### src/rtl/math_engine_sched.sv
// Round-robin scheduler sharing one math_engine between NUM_REQ requesters.
// Validates each command, issues it with a one-cycle strobe and returns a per-requester response.
module math_engine_sched #(
  parameter int unsigned  NUM_REQ    = 4,
  parameter int unsigned  SRAM0_AW   = 16,
  parameter logic [7:0]   OP_G_EXP   = 8'h20,
  parameter logic [7:0]   OP_G_LOG   = 8'h21,
  parameter logic [7:0]   OP_G_SQRT  = 8'h22,
  parameter logic [7:0]   OP_G_RSQRT = 8'h23,
  localparam int unsigned IDW        = $clog2(NUM_REQ)
) (
  input  logic                  clk,
  input  logic                  rst,
  input  logic [NUM_REQ-1:0]    req_valid,
  output logic [NUM_REQ-1:0]    req_ready,
  input  logic [8*NUM_REQ-1:0]  req_opcode,
  input  logic [16*NUM_REQ-1:0] req_src_base,
  input  logic [16*NUM_REQ-1:0] req_dst_base,
  input  logic [16*NUM_REQ-1:0] req_length,
  output logic [NUM_REQ-1:0]    rsp_valid,
  output logic                  rsp_err,
  output logic                  me_cmd_valid,
  output logic [7:0]            me_cmd_opcode,
  output logic [15:0]           me_cmd_src_base,
  output logic [15:0]           me_cmd_dst_base,
  output logic [15:0]           me_cmd_length,
  input  logic                  me_busy,
  input  logic                  me_done,
  output logic                  sched_busy,
  output logic [IDW-1:0]        grant_id,
  output logic [31:0]           cmd_count
);

  typedef enum logic [1:0] {StIdle, StIssue, StWait, StResp} state_e;

  localparam logic [16:0] AddrLimit = 17'd1 << SRAM0_AW;
  localparam logic [NUM_REQ-1:0] OneHot0 = {{(NUM_REQ-1){1'b0}}, 1'b1};

  state_e         state_q, state_d;
  logic [IDW-1:0] last_q, grant_q, win_id;
  logic           win_found, accept, win_err, op_ok;
  logic           err_q, err_d;
  logic [7:0]     op_q;
  logic [15:0]    src_q, dst_q, len_q;
  logic [31:0]    count_q;
  logic [7:0]     win_op;
  logic [15:0]    win_src, win_dst, win_len;
  logic [16:0]    src_end, dst_end;
  int unsigned    idx;

  logic [7:0]  op_arr  [NUM_REQ];
  logic [15:0] src_arr [NUM_REQ];
  logic [15:0] dst_arr [NUM_REQ];
  logic [15:0] len_arr [NUM_REQ];

  for (genvar g = 0; g < NUM_REQ; g++) begin : g_unpack
    assign op_arr[g]  = req_opcode[8*g +: 8];
    assign src_arr[g] = req_src_base[16*g +: 16];
    assign dst_arr[g] = req_dst_base[16*g +: 16];
    assign len_arr[g] = req_length[16*g +: 16];
  end

  // Search starts just after the last winner, wrapping modulo NUM_REQ.
  always_comb begin
    win_found = 1'b0;
    win_id    = '0;
    idx       = 0;
    for (int unsigned k = 1; k <= NUM_REQ; k++) begin
      idx = int'(last_q) + k;
      if (idx >= NUM_REQ) idx = idx - NUM_REQ;
      if (!win_found && req_valid[IDW'(idx)]) begin
        win_found = 1'b1;
        win_id    = IDW'(idx);
      end
    end
  end

  assign win_op  = op_arr[win_id];
  assign win_src = src_arr[win_id];
  assign win_dst = dst_arr[win_id];
  assign win_len = len_arr[win_id];

  assign src_end = {1'b0, win_src} + {1'b0, win_len};
  assign dst_end = {1'b0, win_dst} + {1'b0, win_len};
  assign op_ok   = (win_op == OP_G_EXP) || (win_op == OP_G_LOG) ||
                   (win_op == OP_G_SQRT) || (win_op == OP_G_RSQRT);
  assign win_err = !op_ok || (win_len == 16'd0) ||
                   (src_end > AddrLimit) || (dst_end > AddrLimit);

  assign accept    = (state_q == StIdle) && !me_busy && win_found && !rst;
  assign req_ready = accept ? (OneHot0 << win_id) : '0;

  always_comb begin
    state_d = state_q;
    err_d   = err_q;
    case (state_q)
      StIdle: begin
        if (accept) begin
          err_d   = win_err;
          state_d = win_err ? StResp : StIssue;
        end
      end
      StIssue: state_d = StWait;
      StWait: begin
        if (me_done) begin
          err_d   = 1'b0;
          state_d = StResp;
        end
      end
      StResp:  state_d = StIdle;
      default: state_d = StIdle;
    endcase
  end

  always_ff @(posedge clk) begin
    if (rst) begin
      state_q <= StIdle;
      err_q   <= 1'b0;
      last_q  <= IDW'(NUM_REQ - 1);
      grant_q <= '0;
      op_q    <= '0;
      src_q   <= '0;
      dst_q   <= '0;
      len_q   <= '0;
      count_q <= '0;
    end else begin
      state_q <= state_d;
      err_q   <= err_d;
      if (accept) begin
        last_q  <= win_id;
        grant_q <= win_id;
        op_q    <= win_op;
        src_q   <= win_src;
        dst_q   <= win_dst;
        len_q   <= win_len;
      end
      if (state_q == StResp && !err_q) count_q <= count_q + 32'd1;
    end
  end

  assign me_cmd_valid    = (state_q == StIssue);
  assign me_cmd_opcode   = op_q;
  assign me_cmd_src_base = src_q;
  assign me_cmd_dst_base = dst_q;
  assign me_cmd_length   = len_q;
  assign rsp_valid       = (state_q == StResp) ? (OneHot0 << grant_q) : '0;
  assign rsp_err         = (state_q == StResp) && err_q;
  assign sched_busy      = (state_q != StIdle);
  assign grant_id        = grant_q;
  assign cmd_count       = count_q;

endmodule

### config.mk
export PLATFORM = sky130hd
export DESIGN_NAME = math_engine_sched
export DESIGN_NICKNAME = d
export VERILOG_FILES = /design/src/rtl/math_engine_sched.sv
export SDC_FILE = /design/constraint.sdc
export NUM_CORES = 1
export LEC_CHECK = 0
export BUFFER_PORTS_ARGS = -buffer_cell sky130_fd_sc_hd__buf_4
export CAP_MARGIN = 20
export CORE_MARGIN = 2
export CORE_UTILIZATION = 45
export CTS_BUF_LIST = sky130_fd_sc_hd__clkbuf_4 sky130_fd_sc_hd__clkbuf_8
export DETAILED_ROUTE_END_ITERATION = 10
export GPL_TIMING_DRIVEN = 0
export MAX_ROUTING_LAYER = met4
export PLACE_DENSITY_LB_ADDON = 0.25
export SKIP_CTS_REPAIR_TIMING = 1
export SLEW_MARGIN = 20
export SYNTH_ARGS = -nofsm -noshare
export SYNTH_HDL_FRONTEND = slang
export SYNTH_SLANG_ARGS = --single-unit
### constraint.sdc
create_clock -name clk -period 5.88 [get_ports clk]
set_input_delay 0.294 -clock clk [delete_from_list [all_inputs] [get_ports clk]]
set_output_delay 0.294 -clock clk [all_outputs]
set_load 0.005 [all_outputs]
==> results.md, run 1 <==
- Most frequent cells in the layout: buf_4 (337), nand2_1 (316), dfxtp_1 (94)
- Crit path kind: flip-flop to flip-flop
- Setup ws final: 110 ps
- Routability congestion estimate: 0.969
- H-tree level count: 3
- Final instance area: 0.0106 mm2
- Vias/cell: 5.76
- Die height: 133 um
- Vias in the first global route: 9097
- # DRC: 0
- # Max-Cap Violations: 0
- Initial antenna violation count: 0
- Post-synth EDFFs: 0
- Post-synth top area cell: dfxtp_1
- Worst hold path class: input pin to flip-flop
- Layout cell share with drive strength beyond 1: 0.285
- Final setup TNS: 0 ps
- Max Fclk: 0.173 GHz
- Setup crit start: last_q[1]$_SDFFE_PP1P_
- Post-Syn Instances: 1096
- Max FO, Critical Path: 10
- Worst-skew pair later-pin latency: 390 ps
- CTS clk-pin slew, worst paths: 90 ps
- Crit path time final: 5770 ps
- Netlist cell types: 74
- Post-synth top flop: dfxtp_1
- Final period util: 0.981
- Worst slack, placed: -1500 ps
- Core area: 0.0160 mm2
- Dominant cells by area after synthesis: dfxtp_1 (26%), nand2_1 (16%), ha_1 (6.2%), a21oi_1 (5.4%), and3_1 (5.1%)
- Final Slew Violations: 0
- Synthesized cell area: 0.00744 mm2
- Asr flop ratio synth: 0
- Die ar.: 0.0176 mm2
- Final setup skew: 11.6 ps
- Placed Area: 0.0102 mm2
- Max clock buf depth: 2
- TritonCTS clock tree: yes
- First-pass GRT wire length: 48400 um
- Status: finished clean
- P per Cell Area: 301 mW/mm2
- Sequential fraction of the synthesis area: 0.256
- Largest net degree at the start of global routing: 17
- Vias: 9577
- Sinks on Clock Net: 95
- Crit path DAT: 6030 ps
- Syn_area_per_cell: 6.79 um2
- PortBufs: 330
- Commonest non-fill, non-tap cell in the layout: buf_4
- Worst r2r src: last_q[1]$_SDFFE_PP1P_
- Critical path launch point type: flip-flop
- Hold Path Origin: req_opcode[8]
- Yosys warns: 0
- Antenna viol nets, final: 0
- Initial DRT Pass Iterations: 5
- Post-Route WL: 32600 um
- Slew HR: 0.263
- Synth Register Bits: 95
- CTS buffer count: 9
- GRT Util Overall: 0.363
- Detailed placement HPWL: 25700 um
- Initial core utilization: 0.465
- Chip width: 133 um
- Crit end category: flip-flop
- CTS Root Cell: clkbuf_8
- Global route total overflow: 0
- Diode count: 0
- Rows: 46
- First DRT Iteration DRCs: 777
- Lkg Pwr: 4.87 nW
- Area grow syn2layout: 43.1%
- # setup viols final: 0
- Final Hold Viols: 0
- Post-Syn Nets: 1367
- Total Power: 3.21 mW
- Ports: 333
- Max IR drop VDD: 156 uV
- Yosys top cell area share: 0.256
- Nets: 1712
- Data required, critical path: 6140 ps
- Wire per inst: 19.6 um
- Worst Tran Pin Value: 1100 ps
[Yosys cell counts (17+ instances only)]
cell / n
dfxtp_1: 95
nand3_1: 40
nand2_1: 316
and3_1: 61
xnor2_1: 17
xor2_1: 27
ha_1: 37
a31oi_1: 51
inv_1: 22
a211oi_1: 24
nor2_1: 78
a21oi_1: 80
o21ai_0: 18
clkbuf_1: 45
[metrics by stage]
stage / cells / hold slack (ps) / utilization
3_5_place_dp: 1642 / 449 / 0.637
4_1_cts: 1658 / 298 / 0.649
5_1_grt: 1662 / 328 / 0.665
2_1_floorplan: 1096 / 453 / -
6_report: 1662 / 303 / 0.665
3_3_place_gp: 1642 / 445 / 0.637
[critical path, stage by stage, from the launching register on]
cell and delay (ps):
dfxtp_4 390, and3b_1 200, or2_4 270, nor2_8 210, clkbuf_4 270, buf_2 260
clkbuf_4 320, clkbuf_2 350, a31oi_1 260, ha_1 460, a22oi_1 130, a2111oi_2 280
nand4_1 130, or4_1 560, nor4_2 200, o211ai_1 230, a211o_1 350, o41a_1 430
a31oi_2 210, o22ai_1 110
[registers in the layout (all words and copies together) (netlist names)]
register and cells:
state_q 2, cmd_count 32, last_q 2, me_cmd_src_base 16, me_cmd_dst_base 16, grant_id 2, err_q 1, me_cmd_opcode 8
me_cmd_length 16
[cells by family after synthesis]
kind of cell	Yosys count	synth area share
buffers and inverters	90	0.0483
flip-flops	95	0.256
AO/OA/AOI/OAI	234	0.204
AND/OR/NAND/NOR	580	0.352
adder cells (fa/ha/maj)	44	0.0745
multiplexers	9	0.0133
XOR/XNOR	44	0.0518
[metal layers]
layer	global-route usage	vias up	wire (um)
li1	-	4535	-
met1	0.405	4407	12400
met2	0.611	519	15500
met3	0.0828	116	2980
met4	0.177	0	1770
met5	-	-	0
[report_power, final]
part           total (mW)  switching (mW)  internal [mW]
sequential          0.746          0.0424          0.703
combinational        2.04            1.20          0.832
clock               0.425           0.245          0.181
[layout make-up]
cell class | instances | area (um2)
repair buffers | 334 | 2510
well taps | 216 | 270
clock buffers | 11 | 151
fillers | 1491 | 5360
plain buffers | 68 | 382
flip-flops and latches | 95 | 1910
inverters | 22 | 82.6
multi-input cells | 911 | 5300
clock inverters | 5 | 41.3
[path summary, 6_finish.rpt]
path                            slack (ps)  cells past startpoint                            end
worst min register to register         460                      2  me_cmd_length[1]$_SDFFE_PP0P_
worst min-delay path                   300                      5  me_cmd_opcode[0]$_SDFFE_PP0P_
worst max-delay path                   110                     19        state_q[1]$_SDFFE_PP0P_
worst max register to register         110                     19        state_q[1]$_SDFFE_PP0P_
Power figures use the tool's default switching activity.
==> inputs of run 2 (changes only) <==
Settings changed: CELL_PAD_IN_SITES_DETAIL_PLACEMENT set to 0, CELL_PAD_IN_SITES_GLOBAL_PLACEMENT set to 2, CORE_UTILIZATION 45 to 23.
==> run 2 against run 1 <==
Register-to-register slack gained 80 ps. Critical path depth grew 3. First-iteration DRC count is 31% lower. Largest cell class unchanged. Final area up 3.8%. Critical endpoint is now err_q$_SDFFE_PP0P_. Highest routed layer unchanged. Core utilization fell by 32 points. Sequential cell count is the same.
==> results.md, run 2 (synthesized netlist as in run 1, its figures left out) <==
- Final Hold Viols: 0
- Crit path kind: flip-flop to flip-flop
- First DRT Iteration DRCs: 535
- Largest net degree at the start of global routing: 21
- Nets: 1711
- Initial core utilization: 0.234
- Reg2Reg Depth: 22
- GRT Util Overall: 0.231
- Vias: 9162
- Post-Route WL: 39100 um
- Critical path capture point: err_q$_SDFFE_PP0P_
- Hold_ws: 279 ps
- Crit path time final: 5690 ps
- Max Fclk: 0.176 GHz
- Worst r2r src: last_q[1]$_SDFFE_PP1P_
- H-tree level count: 3
- Chip width: 184 um
- Crit path DAT: 5960 ps
- Die height: 184 um
- Max reg flops: 32
- Fillers: 3561
- Placed Area: 0.0104 mm2
- Detailed placement HPWL: 31900 um
- Max FO, Critical Path: 10
- Die ar.: 0.0338 mm2
- Vias in the first global route: 9077
- Vias/cell: 4.96
- Register-to-register setup slack: 190 ps
- # Max-Cap Violations: 0
- Ports: 333
- Layout cell share with drive strength beyond 1: 0.297
- Hold Path Origin: req_opcode[0]
- Lkg Pwr: 4.90 nW
- Setup ws final: 193 ps
- Final instance area: 0.0110 mm2
- Data required, critical path: 6150 ps
- Worst slack, placed: -2090 ps
- Setup crit start: last_q[1]$_SDFFE_PP1P_
- Status: finished clean
- Worst hold path class: input pin to flip-flop
- Final Slew Violations: 0
- Max IR drop VDD: 113 uV
- Max clock buf depth: 2
- Initial antenna violation count: 1
- Initial DRT Pass Iterations: 5
- Worst Tran Pin Value: 1030 ps
- Most frequent cells in the layout: buf_4 (339), nand2_1 (315), dfxtp_1 (94)
- Worst-skew pair later-pin latency: 400 ps
- Sinks on Clock Net: 95
- Final setup TNS: 0 ps
- Slew HR: 0.309
- Total Power: 3.35 mW
- Core area: 0.0317 mm2
- Crit end category: flip-flop
- Commonest non-fill, non-tap cell in the layout: buf_4
- CTS Root Cell: clkbuf_8
- Area grow syn2layout: 48.5%
- First-pass GRT wire length: 55900 um
- Rows: 65
- Antenna viol nets, final: 0
- PortBufs: 330
- CTS clk-pin slew, worst paths: 130 ps
- P per Cell Area: 303 mW/mm2
- Final period util: 0.967
- Routability congestion estimate: 0.910
- # setup viols final: 0
- Critical path launch point type: flip-flop
- Wire per inst: 21.2 um
- CTS buffer count: 9
- # DRC: 0
- TritonCTS clock tree: yes
- Global route total overflow: 0
- Worst R2R End: err_q$_SDFFE_PP0P_
- Final setup skew: 27.5 ps
==> run 2: report_power, final <==
part	total [mW]	internal (mW)	switching [mW]
clock network	0.479	0.173	0.306
logic	2.13	0.857	1.27
registers	0.743	0.703	0.0397
==> run 2: area by class of cell <==
| cell class | instances | area [um2] | area share |
|---|---|---|---|
| antenna | 1 | 2.50 | 0.000227 |
| timing repair buffer | 333 | 2500 | 0.226 |
| buffer | 68 | 425 | 0.0385 |
| inverter | 22 | 82.6 | 0.00748 |
| tap | 402 | 503 | 0.0455 |
| sequential | 95 | 1910 | 0.173 |
| clock buffer | 9 | 124 | 0.0112 |
| clock inverter | 7 | 83.8 | 0.00759 |
| multi-input combinational | 911 | 5420 | 0.490 |
==> run 2: critical path, stage by stage, from the launching register on <==
cell and delay [ps]:
dfxtp_4 420, mux2_4 310, a22oi_2 230, nand2_1 150
clkbuf_4 220, buf_4 200, buf_6 170, clkbuf_4 210
nand2_1 90, and3_2 260, a31oi_4 70, ha_2 350
and3_1 230, a221oi_4 370, a21oi_1 140, xor2_1 170
or4_4 430, nor4_4 240, o211ai_1 240, a211o_1 320
o41a_1 460, a31oi_4 190, o31ai_1 80
==> run 2: stage by stage <==
stage                      util  cells
final                     0.348   1848
after global routing      0.348   1848
after CTS                 0.335   1844
after detailed placement  0.328   1828
after global placement    0.328   1828
after floorplan               -   1096
==> run 2: layer usage <==
layer | global-route usage | part of all wire
met4 | 0.0547 | 0.017
met5 | - | 0
met1 | 0.283 | 0.45
met2 | 0.392 | 0.47
met3 | 0.0420 | 0.066
==> run 2: worst min-delay path by stage <==
stage	cells after the start	to	slack [ps]
after floorplan	2	me_cmd_dst_base[0]$_SDFFE_PP0P_	450
after global placement	2	me_cmd_length[9]$_SDFFE_PP0P_	440
after detailed placement	2	me_cmd_length[15]$_SDFFE_PP0P_	450
after CTS	5	me_cmd_opcode[0]$_SDFFE_PP0P_	270
after global routing	5	me_cmd_opcode[0]$_SDFFE_PP0P_	300
final	5	me_cmd_opcode[0]$_SDFFE_PP0P_	280
==> inputs of run 3 (changes only) <==
Settings changed: CELL_PAD_IN_SITES_DETAIL_PLACEMENT 0 to 1, CELL_PAD_IN_SITES_GLOBAL_PLACEMENT 2 to 1, CORE_UTILIZATION 23 to 30.
==> run 3 against run 2 <==
Sequential cell count did not move. Count of clock-buffer cells in the layout did not move. Final area fell by 1.5%. Maximum frequency rose by 0.14%. Wire length fell by 4.9%. Via count rose by 2.6%. Register-to-register slack barely moved. Non-clock buffer count fell by 1. Hold slack improved by 53 ps. Worst setup slack improved by 7.9 ps. Largest cell class unchanged.
==> results.md, run 3 (synthesized netlist as in run 1, its figures left out) <==
- Final setup skew: 20.1 ps
- Max clock buf depth: 2
- Detailed placement HPWL: 30300 um
- Post-Place Cells: 1750
- Die ar.: 0.0261 mm2
- Final period util: 0.966
- Vias/cell: 5.32
- Area grow syn2layout: 46.3%
- Data required, critical path: 6120 ps
- Routability congestion estimate: 0.922
- Crit path time final: 5680 ps
- Ports: 333
- Slew HR: 0.299
- # setup viols final: 0
- FF/Latch Area: 0.00191 mm2
- Diode count: 0
- Post-Route WL: 37200 um
- Global route total overflow: 0
- Most used cell, CP: buf_4
- Largest stage delay, worst path: 440 ps
- Initial core utilization: 0.306
- Chip width: 161 um
- CP Buf/Inv Count: 5
- Antenna viol nets, final: 0
- Nets: 1710
- CTS clk-pin slew, worst paths: 100 ps
- Largest net degree at the start of global routing: 19
- Slowest cell on the critical path: or4_4
- Rows: 57
- Crit end category: flip-flop
- Placed Area: 0.0103 mm2
- First DRT Iteration DRCs: 436
- # DRC: 0
- Commonest non-fill, non-tap cell in the layout: buf_4
- Critical path launch point type: flip-flop
- Final Hold Viols: 0
- PortBufs: 330
- Final Slew Violations: 0
- Max IR drop VDD: 116 uV
- Total Power: 3.33 mW
- Fillers: 3174
- Hold_ws: 332 ps
- Worst Tran Pin Value: 1050 ps
- CP cell instances: a21boi_0, o21bai_1, nand2_1, buf_4, buf_4, buf_6, buf_4, buf_4, nand2_1, a31oi_2, ha_2, and3_1, a221oi_4, a21oi_1, xor2_1, or4_4, nor4_4, o211ai_1, a211o_1, o41a_1, a31oi_2, o22ai_1
- Initial DRT Pass Iterations: 5
- Finished Core Util: 0.447
- Wire per inst: 21.1 um
- CTS Root Cell: clkbuf_8
- H-tree level count: 3
- GRT Util Overall: 0.282
- Crit path DAT: 5920 ps
- Most frequent cells in the layout: buf_4 (341), nand2_1 (316), dfxtp_1 (94)
- Initial antenna violation count: 0
- TritonCTS clock tree: yes
- Layout cell share with drive strength beyond 1: 0.292
- CTS buffer count: 9
- Max reg flops: 32
- Status: finished clean
- Worst hold path class: input pin to flip-flop
- Worst-skew pair later-pin latency: 380 ps
- Area of the multi-input gates: 0.00538 mm2
- Core area: 0.0243 mm2
- Vias in the first global route: 9597
- Max FO, Critical Path: 10
- First-pass GRT wire length: 54800 um
- Final instance area: 0.0109 mm2
- Vias: 9401
- Lkg Pwr: 4.89 nW
- Crit path kind: flip-flop to flip-flop
- Finished Layout Cells: 1768
- Worst slack, placed: -1830 ps
- Max Fclk: 0.176 GHz
- Sinks on Clock Net: 95
- Crit-path leading delay family: compound AO/OA/AOI/OAI gates
- Die height: 161 um
- Final setup TNS: 0 ps
- # Max-Cap Violations: 0
- Setup ws final: 200 ps
- P per Cell Area: 306 mW/mm2
run 3: worst paths after layout:
kind                            startpoint                             to  slack [ps]  cells past startpoint
max                 last_q[1]$_SDFFE_PP1P_        state_q[1]$_SDFFE_PP0P_         200                     22
max reg2reg         last_q[1]$_SDFFE_PP1P_        state_q[1]$_SDFFE_PP0P_         200                     22
min                          req_opcode[0]  me_cmd_opcode[0]$_SDFFE_PP0P_         330                      5
min reg2reg  me_cmd_opcode[7]$_SDFFE_PP0P_  me_cmd_opcode[7]$_SDFFE_PP0P_         460                      2
run 3: area by class of cell:
class	count	area share
plain buffers	67	0.0366
inverters	22	0.00759
multi-input cells	911	0.494
flip-flops and latches	95	0.175
well taps	324	0.0373
clock buffers	9	0.0114
repair buffers	333	0.230
clock inverters	7	0.00794
run 3: metal layers:
metal | GRT usage | vias up | wire [um]
li1 | - | 4522 | -
met1 | 0.336 | 4489 | 15800
met2 | 0.488 | 339 | 17900
met3 | 0.0603 | 51 | 2660
met4 | 0.0605 | 0 | 877
met5 | - | - | 0
run 3: report_power, final:
part           leakage, nW  internal, mW  switching [mW]
registers            0.771         0.703          0.0405
clock network        0.104         0.207           0.263
logic                 4.01         0.842            1.27
total                 4.89          1.75            1.58
run 3: worst register-to-register path, delay by kind of cell, from the launching register on:
kind / cells / cell delay [ps]
buffers and inverters: 5 / 1060
AO/OA/AOI/OAI: 10 / 2370
flip-flops: 1 / 390
XOR/XNOR: 1 / 170
adder cells (fa/ha/maj): 1 / 390
AND/OR/NAND/NOR: 5 / 1170
